<file path="src/rtl/fifo_rd_ctrl.sv">
// FIFO read-side controller: credit-based reads into a 2-entry skid buffer,
// valid/ready output with packet framing. Optional stats: FIFO_RD_STATS_EN.
module fifo_rd_ctrl #(
  parameter int DATA_W  = 128,
  parameter int PKT_LEN = 16
) (
  input  logic              clk,
  input  logic              rst,
  input  logic              i_en,
  input  logic              i_empty,
  output logic              o_rden,
  input  logic [DATA_W-1:0] i_rddata,
  output logic              o_valid,
  output logic [DATA_W-1:0] o_data,
  output logic              o_last,
  input  logic              i_ready,
  output logic              o_busy,
  output logic [31:0]       o_word_cnt,
  output logic [31:0]       o_stall_cnt
);

  typedef enum logic [1:0] {
    S_IDLE,
    S_RUN,
    S_DRAIN
  } state_t;

  localparam logic [15:0] LAST_BEAT = 16'(PKT_LEN - 1);

  state_t            r_state;
  logic              r_inflight;
  logic [1:0]        r_cnt;
  logic [DATA_W-1:0] r_d0;
  logic [DATA_W-1:0] r_d1;
  logic [15:0]       r_beat;

  logic       w_pop;
  logic       w_push;
  logic [2:0] w_occ;
  logic [1:0] w_cnt_nxt;

  assign w_pop     = (r_cnt != 2'd0) & i_ready;
  assign w_push    = r_inflight;
  // Occupancy after this cycle's pop, counting the word still in flight.
  assign w_occ     = {1'b0, r_cnt} + {2'b0, r_inflight} - {2'b0, w_pop};
  assign w_cnt_nxt = r_cnt + {1'b0, w_push} - {1'b0, w_pop};

  assign o_rden  = (r_state == S_RUN) & ~i_empty & (w_occ < 3'd2);
  assign o_valid = (r_cnt != 2'd0);
  assign o_data  = r_d0;
  assign o_last  = o_valid & (r_beat == LAST_BEAT);
  assign o_busy  = (r_state != S_IDLE);

  always_ff @(posedge clk or posedge rst) begin
    if (rst) begin
      r_state <= S_IDLE;
    end else begin
      unique case (r_state)
        S_IDLE: begin
          if (i_en) r_state <= S_RUN;
        end
        S_RUN: begin
          if (!i_en) r_state <= S_DRAIN;
        end
        S_DRAIN: begin
          if (i_en)
            r_state <= S_RUN;
          else if (w_cnt_nxt == 2'd0)
            r_state <= S_IDLE;
        end
        default: r_state <= S_IDLE;
      endcase
    end
  end

  always_ff @(posedge clk or posedge rst) begin
    if (rst) begin
      r_inflight <= 1'b0;
      r_cnt      <= 2'd0;
      r_d0       <= '0;
      r_d1       <= '0;
    end else begin
      r_inflight <= o_rden;
      r_cnt      <= w_cnt_nxt;
      unique case ({w_push, w_pop})
        2'b10: begin
          if (r_cnt == 2'd0) r_d0 <= i_rddata;
          else               r_d1 <= i_rddata;
        end
        2'b01: begin
          r_d0 <= r_d1;
        end
        2'b11: begin
          if (r_cnt == 2'd1) begin
            r_d0 <= i_rddata;
          end else begin
            r_d0 <= r_d1;
            r_d1 <= i_rddata;
          end
        end
        default: ;
      endcase
    end
  end

  always_ff @(posedge clk or posedge rst) begin
    if (rst) begin
      r_beat <= 16'd0;
    end else if (w_pop) begin
      r_beat <= (r_beat == LAST_BEAT) ? 16'd0 : r_beat + 16'd1;
    end
  end

`ifdef FIFO_RD_STATS_EN
  logic [31:0] r_word_cnt;
  logic [31:0] r_stall_cnt;

  always_ff @(posedge clk or posedge rst) begin
    if (rst) begin
      r_word_cnt  <= 32'd0;
      r_stall_cnt <= 32'd0;
    end else begin
      if (w_pop && r_word_cnt != 32'hFFFF_FFFF)
        r_word_cnt <= r_word_cnt + 32'd1;
      if (o_valid && !i_ready && r_stall_cnt != 32'hFFFF_FFFF)
        r_stall_cnt <= r_stall_cnt + 32'd1;
    end
  end

  assign o_word_cnt  = r_word_cnt;
  assign o_stall_cnt = r_stall_cnt;
`else
  assign o_word_cnt  = 32'd0;
  assign o_stall_cnt = 32'd0;
`endif

endmodule

</file>
<file path="config.mk">
export PLATFORM = sky130hd
export DESIGN_NAME = fifo_rd_ctrl
export DESIGN_NICKNAME = d
export VERILOG_FILES = /design/src/rtl/fifo_rd_ctrl.sv
export SDC_FILE = /design/constraint.sdc
export NUM_CORES = 1
export LEC_CHECK = 0
export CAP_MARGIN = 20
export CORE_MARGIN = 2
export CORE_UTILIZATION = 54
export CTS_BUF_LIST = sky130_fd_sc_hd__clkbuf_4
export CTS_CLUSTER_DIAMETER = 100
export DETAILED_ROUTE_END_ITERATION = 6
export PLACE_DENSITY_LB_ADDON = 0.12
export SYNTH_ARGS = -nofsm -noshare
export SYNTH_HDL_FRONTEND = slang
export SYNTH_SLANG_ARGS = --single-unit
</file>
<file path="constraint.sdc">
create_clock -name clk -period 14.55 [get_ports clk]
set_clock_uncertainty 0.05 [all_clocks]
set_input_delay 1.455 -clock clk [delete_from_list [all_inputs] [get_ports clk]]
set_output_delay 1.455 -clock clk [all_outputs]
set_load 0.02 [all_outputs]
</file>
==> impl_metrics.py, run 1 <==
metrics = {
    "status": {
        "outcome": "finished clean",
    },
    "final_layout": {
        "nets": 1295,
        "syn_to_final_growth_pct": 29.5,
        "stdcell_count": 1478,
        "n_fill_cell": 1498,
        "final_area_sq_um": 15200,
        "drive_gt1_frac": 0.215,
        "finish.utilization": 0.717,
    },
    "synth": {
        "synth-seq-area-share": 0.590,
        "synth_top_area_share": 0.590,
        "synth_area_per_cell_sq_um": 13.6,
        "synth_top_area_cell": "dfrtp_1",
        "async_reset_ff_frac": 1.00,
        "synth_seq_cells": 277,
        "yosysMostFrequentCell": "dfrtp_1",
        "yosys-top-cells-area": "dfrtp_1, mux2_2, a22o_1, a21o_1, buf_4",
        "synthesis.area_sq_um": 11800,
        "yosysWarnings": 0,
        "syn-instance-count": 864,
        "ys.flop_type": "dfrtp_1",
        "ys_types": 35,
        "synth_top_cells_by_count": "dfrtp_1, mux2_2, a21o_1, a22o_1, buf_4",
        "synth_edf_count": 0,
    },
    "clock_network": {
        "htree_levels": 3,
        "root_buffer": "clkbuf_4",
        "clock_path_buffers": 3,
        "cts_made_buffers": 74,
        "ctsResizeCount": 0,
        "cts.sinks": 277,
        "post_cts_buffers": 0,
        "clk_latency_ns": 0.66,
        "clk_pin_slew_ns": 0.06,
        "cts_tree": "built",
        "holdBufCountCts": 0,
    },
    "placed_design": {
        "place_ws_ns": 8.83,
        "portBuffers": 264,
        "globalplace.congestion": 0.739,
        "dp_hpwl_mm": 17.1,
        "dp.cells": 1358,
        "dpl-instance-area_sq_um": 14300,
    },
    "grt": {
        "grt_usage": 0.240,
        "overflow": 0,
        "antenna_found_initial": 2,
        "grt_pass1_vias": 8407,
        "grt_max_degree": 99,
        "grt_pass1_wl_mm": 43.4,
    },
    "route": {
        "drt_first_pass_iters": 5,
        "first_iter_violations": 292,
        "viasPerCell": 5.47,
        "ant_nets": 0,
        "via_count": 8088,
        "remaining_drc_errors": 0,
        "wl_mm": 27.7,
        "drt-wirelength-per-cell_um": 18.7,
    },
    "hold_path": {
        "hp-start": "r_beat[15]",
        "hold_path_class": "flop to flop",
    },
    "timing": {
        "slew_headroom": 0.259,
        "timing.fmax_ghz": 0.175,
        "grt_setup_unrepaired": "false",
        "setup_viol": 0,
        "min_period_over_period": 0.392,
        "tightest_slew_ns": 1.11,
        "min_period_ns": 5.70,
        "fin_hold_ws_ns": 0.442,
        "finalWorstSetupSlack_ns": 8.85,
        "setup_tns_ns": 0,
        "finalHoldViolations": 0,
        "maxSlewViolCount": 0,
    },
    "die": {
        "core-area_sq_um": 21200,
        "die_y_um": 152,
        "io-pin-count": 329,
        "initial_utilization": 0.554,
        "dieArea_sq_um": 23000,
        "rows": 53,
        "die_w_um": 152,
    },
    "power": {
        "report.power.total_mw": 3.49,
        "vdd_drop_max_mv": 0.128,
        "power_leakage_nw": 7.58,
        "cellPowerDensity_nw_per_um2": 229,
    },
    "setup_path": {
        "end_kind": "primary output",
        "r2r_slack_ns": 11.23,
        "crit_type": "primary input to primary output",
        "worstPathRequired_ns": 13.05,
        "path_max_fanout": 5,
        "cp-start-kind": "primary input",
        "cp-startpoint": "i_ready",
        "rr_startpoint": "r_cnt[1]",
        "cp.arrival_ns": 4.19,
    },
    "run": {
        "cap_violations": 0,
    },
}
[worst max-delay path, stage by stage]
cell and delay, ns:
clkdlybuf4s50_1 0.53, o21a_1 0.27, nand2b_1 0.14, nand2b_1 0.10, ha_1 0.17, fa_1 0.46, nor4_1 0.40, clkdlybuf4s50_1 0.68
[per-layer routing]
metal	global-route usage	vias to the layer above	part of all wire	wire length (um)
met5	0	-	0	0
met4	0.0931	0	0.026	732
met3	0.0913	51	0.092	2550
met2	0.382	315	0.48	13200
met1	0.299	4056	0.40	11200
li1	-	3666	-	-
[layout make-up]
type / count / area, sq um / area share
well taps: 275 / 344 / 0.0226
inverters: 7 / 33.8 / 0.00222
clock inverters: 17 / 129 / 0.00846
clock buffers: 101 / 758 / 0.0498
repair buffers: 275 / 2730 / 0.179
diodes: 2 / 5.00 / 0.000329
flip-flops and latches: 277 / 6930 / 0.455
multi-input cells: 524 / 4300 / 0.282
[worst paths after layout]
check | cells past startpoint | endpoint
max | 8 | o_rden
min | 1 | r_beat[15]
max reg2reg | 7 | o_data[41]
min reg2reg | 1 | r_beat[15]
max in group asynchronous | 3 | o_data[103]
min in group asynchronous | 2 | o_data[4]
[logic make-up (layout without fill, tap and decap cells)]
| group | Yosys count | after routing | synth area share |
|---|---|---|---|
| flops | 277 | 277 | 0.590 |
| compound gates | 268 | 268 | 0.185 |
| mux | 128 | 128 | 0.123 |
| buf+inv | 126 | 400 | 0.0665 |
| simple gates | 48 | 48 | 0.0228 |
| xor+xnor | 13 | 13 | 0.00969 |
| fa+ha+maj | 3 | 3 | 0.00383 |
| other cells | 1 | 66 | 0.000319 |
[power by group]
part / internal (mW) / total, mW / switching, mW
sequential: 1.13 / 1.34 / 0.202
combinational: 0.788 / 1.49 / 0.703
clock: 0.354 / 0.664 / 0.310
total: 2.28 / 3.49 / 1.21
[cells in the final DEF, fill, tap and decap left out, types with 5 or more instances in the layout]
master           count
buf_4               11
dfrtp_1            277
mux2_2             128
xnor2_1              9
a22o_1             127
clkbuf_4           101
clkdlybuf4s50_1    264
conb_1              64
nand2_1             11
nand3_1              6
clkinv_1            10
inv_1                5
nand2b_1             6
nor2_1               6
a21o_1             127
[registers in the layout (all words and copies together) (netlist names)]
register,flops
r_cnt,2
o_data,128
r_state,2
r_d1,128
r_beat,16
r_inflight,1
Note: power is estimated with default switching activity, not from simulation.
==> run 2, diff against run 1 <==
- CORE_UTILIZATION: 54 -> 45
- clock period: 14.55 -> 5.1 ns (I/O delays scaled with it)
==> impl_metrics.py, run 2 (synthesis gave the netlist of run 1 again) <==
metrics = {
    "route": {
        "wl_mm": 27.5,
        "first_iter_violations": 504,
        "drt_first_pass_iters": 5,
        "viasPerCell": 5.20,
        "ant_nets": 0,
        "drt-wirelength-per-cell_um": 17.8,
        "remaining_drc_errors": 0,
        "via_count": 8048,
    },
    "grt": {
        "grt_pass1_vias": 8342,
        "grt_max_degree": 147,
        "antenna_found_initial": 2,
        "overflow": 0,
        "grt_usage": 0.200,
        "grt_pass1_wl_mm": 44.8,
    },
    "setup_path": {
        "r2r_slack_ns": 2.54,
        "end_kind": "primary output",
        "rr_startpoint": "r_cnt[1]",
        "path_max_fanout": 6,
        "r2r_cells": 5,
        "worstPathRequired_ns": 4.54,
        "cp.arrival_ns": 3.39,
        "r2r_end": "o_data[56]",
        "crit_type": "flop to primary output",
        "cp-start-kind": "flop",
    },
    "clock_network": {
        "root_buffer": "clkbuf_4",
        "holdBufCountCts": 0,
        "cts_made_buffers": 75,
        "clk_pin_slew_ns": 0.06,
        "post_cts_buffers": 0,
        "clock_path_buffers": 3,
        "ctsResizeCount": 0,
        "cts.sinks": 277,
        "htree_levels": 3,
        "clk_latency_ns": 0.66,
        "cts_tree": "built",
    },
    "power": {
        "cellPowerDensity_nw_per_um2": 653,
        "report.power.total_mw": 10.1,
        "power_leakage_nw": 7.64,
        "vdd_drop_max_mv": 0.325,
    },
    "die": {
        "initial_utilization": 0.455,
        "die_y_um": 166,
        "die_w_um": 166,
        "dieArea_sq_um": 27400,
        "core-area_sq_um": 25800,
        "rows": 59,
        "io-pin-count": 329,
    },
    "timing": {
        "slew_headroom": 0.405,
        "finalWorstSetupSlack_ns": 1.15,
        "setup_tns_ns": 0,
        "timing.fmax_ghz": 0.253,
        "min_period_ns": 3.95,
        "tightest_slew_ns": 0.892,
        "grt_setup_unrepaired": "false",
        "maxSlewViolCount": 0,
        "finalHoldViolations": 0,
        "min_period_over_period": 0.774,
        "setup_viol": 0,
    },
    "hold_path": {
        "hold_path_class": "primary input to flop",
        "holdPathEnd": "r_state[1]",
        "hold-path-cell-count": 2,
        "hp-start": "i_en",
    },
    "status": {
        "outcome": "finished clean",
    },
    "final_layout": {
        "n_fill_cell": 2140,
        "layout_commonest_cell": "dfrtp_1",
        "syn_to_final_growth_pct": 31.2,
        "drive_gt1_frac": 0.224,
        "nets": 1295,
        "layout_common_cells": "dfrtp_1, clkdlybuf4s50_1, mux2_2",
    },
    "placed_design": {
        "dp_hpwl_mm": 16.6,
        "globalplace.congestion": 0.785,
        "portBuffers": 264,
        "place_ws_ns": 1.38,
    },
    "run": {
        "cap_violations": 0,
    },
}
[run 2: cell types whose count changed in the layout (fill, tap and decap cells not counted), sizes merged]
cell and change:
buf -1, clkbuf +17, clkinv -5, inv -2
[run 2: stage by stage]
stage               utilization  hold slack [ns]  cells  cell area (sq um)
floorplan                     -            0.397    927              12000
global placement          0.559            0.418   1417              14400
detailed placement        0.559            0.417   1417              14400
CTS                       0.597            0.303   1545              15400
global route              0.597            0.313   1547              15400
finish                    0.597            0.365   1547              15400
[run 2: how the worst max path moves through the flow]
stage | end | slack (ns) | depth (start not counted) | from
2_1_floorplan | o_data[0] | 0.87 | 1 | rst
3_3_place_gp | o_rden | 1.38 | 8 | i_ready
3_5_place_dp | o_rden | 1.38 | 8 | i_ready
4_1_cts | o_rden | 1.09 | 7 | r_cnt[1]
5_1_grt | o_rden | 0.92 | 7 | r_cnt[1]
6_report | o_rden | 1.15 | 7 | r_cnt[1]
[run 2: critical path, cell delays in order, from the launching register on]
cell	delay, ns
dfrtp_1	0.48
o21a_1	0.28
nand2b_1	0.14
nand2b_1	0.07
ha_1	0.19
fa_1	0.48
nor4_1	0.42
clkdlybuf4s50_1	0.68
[run 2: metal layers]
metal  up-vias  global-route usage  wire, um
met2       283               0.307     12800
li1       3676                   -         -
met1      4045               0.263     12000
met3        44              0.0714      2050
met4         0              0.0715       557
met5         -                   0         0
[run 2: report_power, final]
part | total, mW | switching, mW | internal, mW | leakage (nW)
clock network | 2.02 | 0.876 | 1.14 | 0.585
registers | 3.79 | 0.555 | 3.24 | 3.41
logic | 4.26 | 2.01 | 2.25 | 3.65
[run 2: area by class of cell]
cell class,instances,area (sq um),share of cell area
Antenna cell,2,5.00,0.000325
Clock buffer,118,886,0.0575
Clock inverter,10,93.8,0.00609
Inverter,7,30.0,0.00195
Multi-Input combinational cell,524,4300,0.279
Sequential cell,277,6930,0.450
Tap cell,335,419,0.0272
Timing Repair Buffer,274,2760,0.179
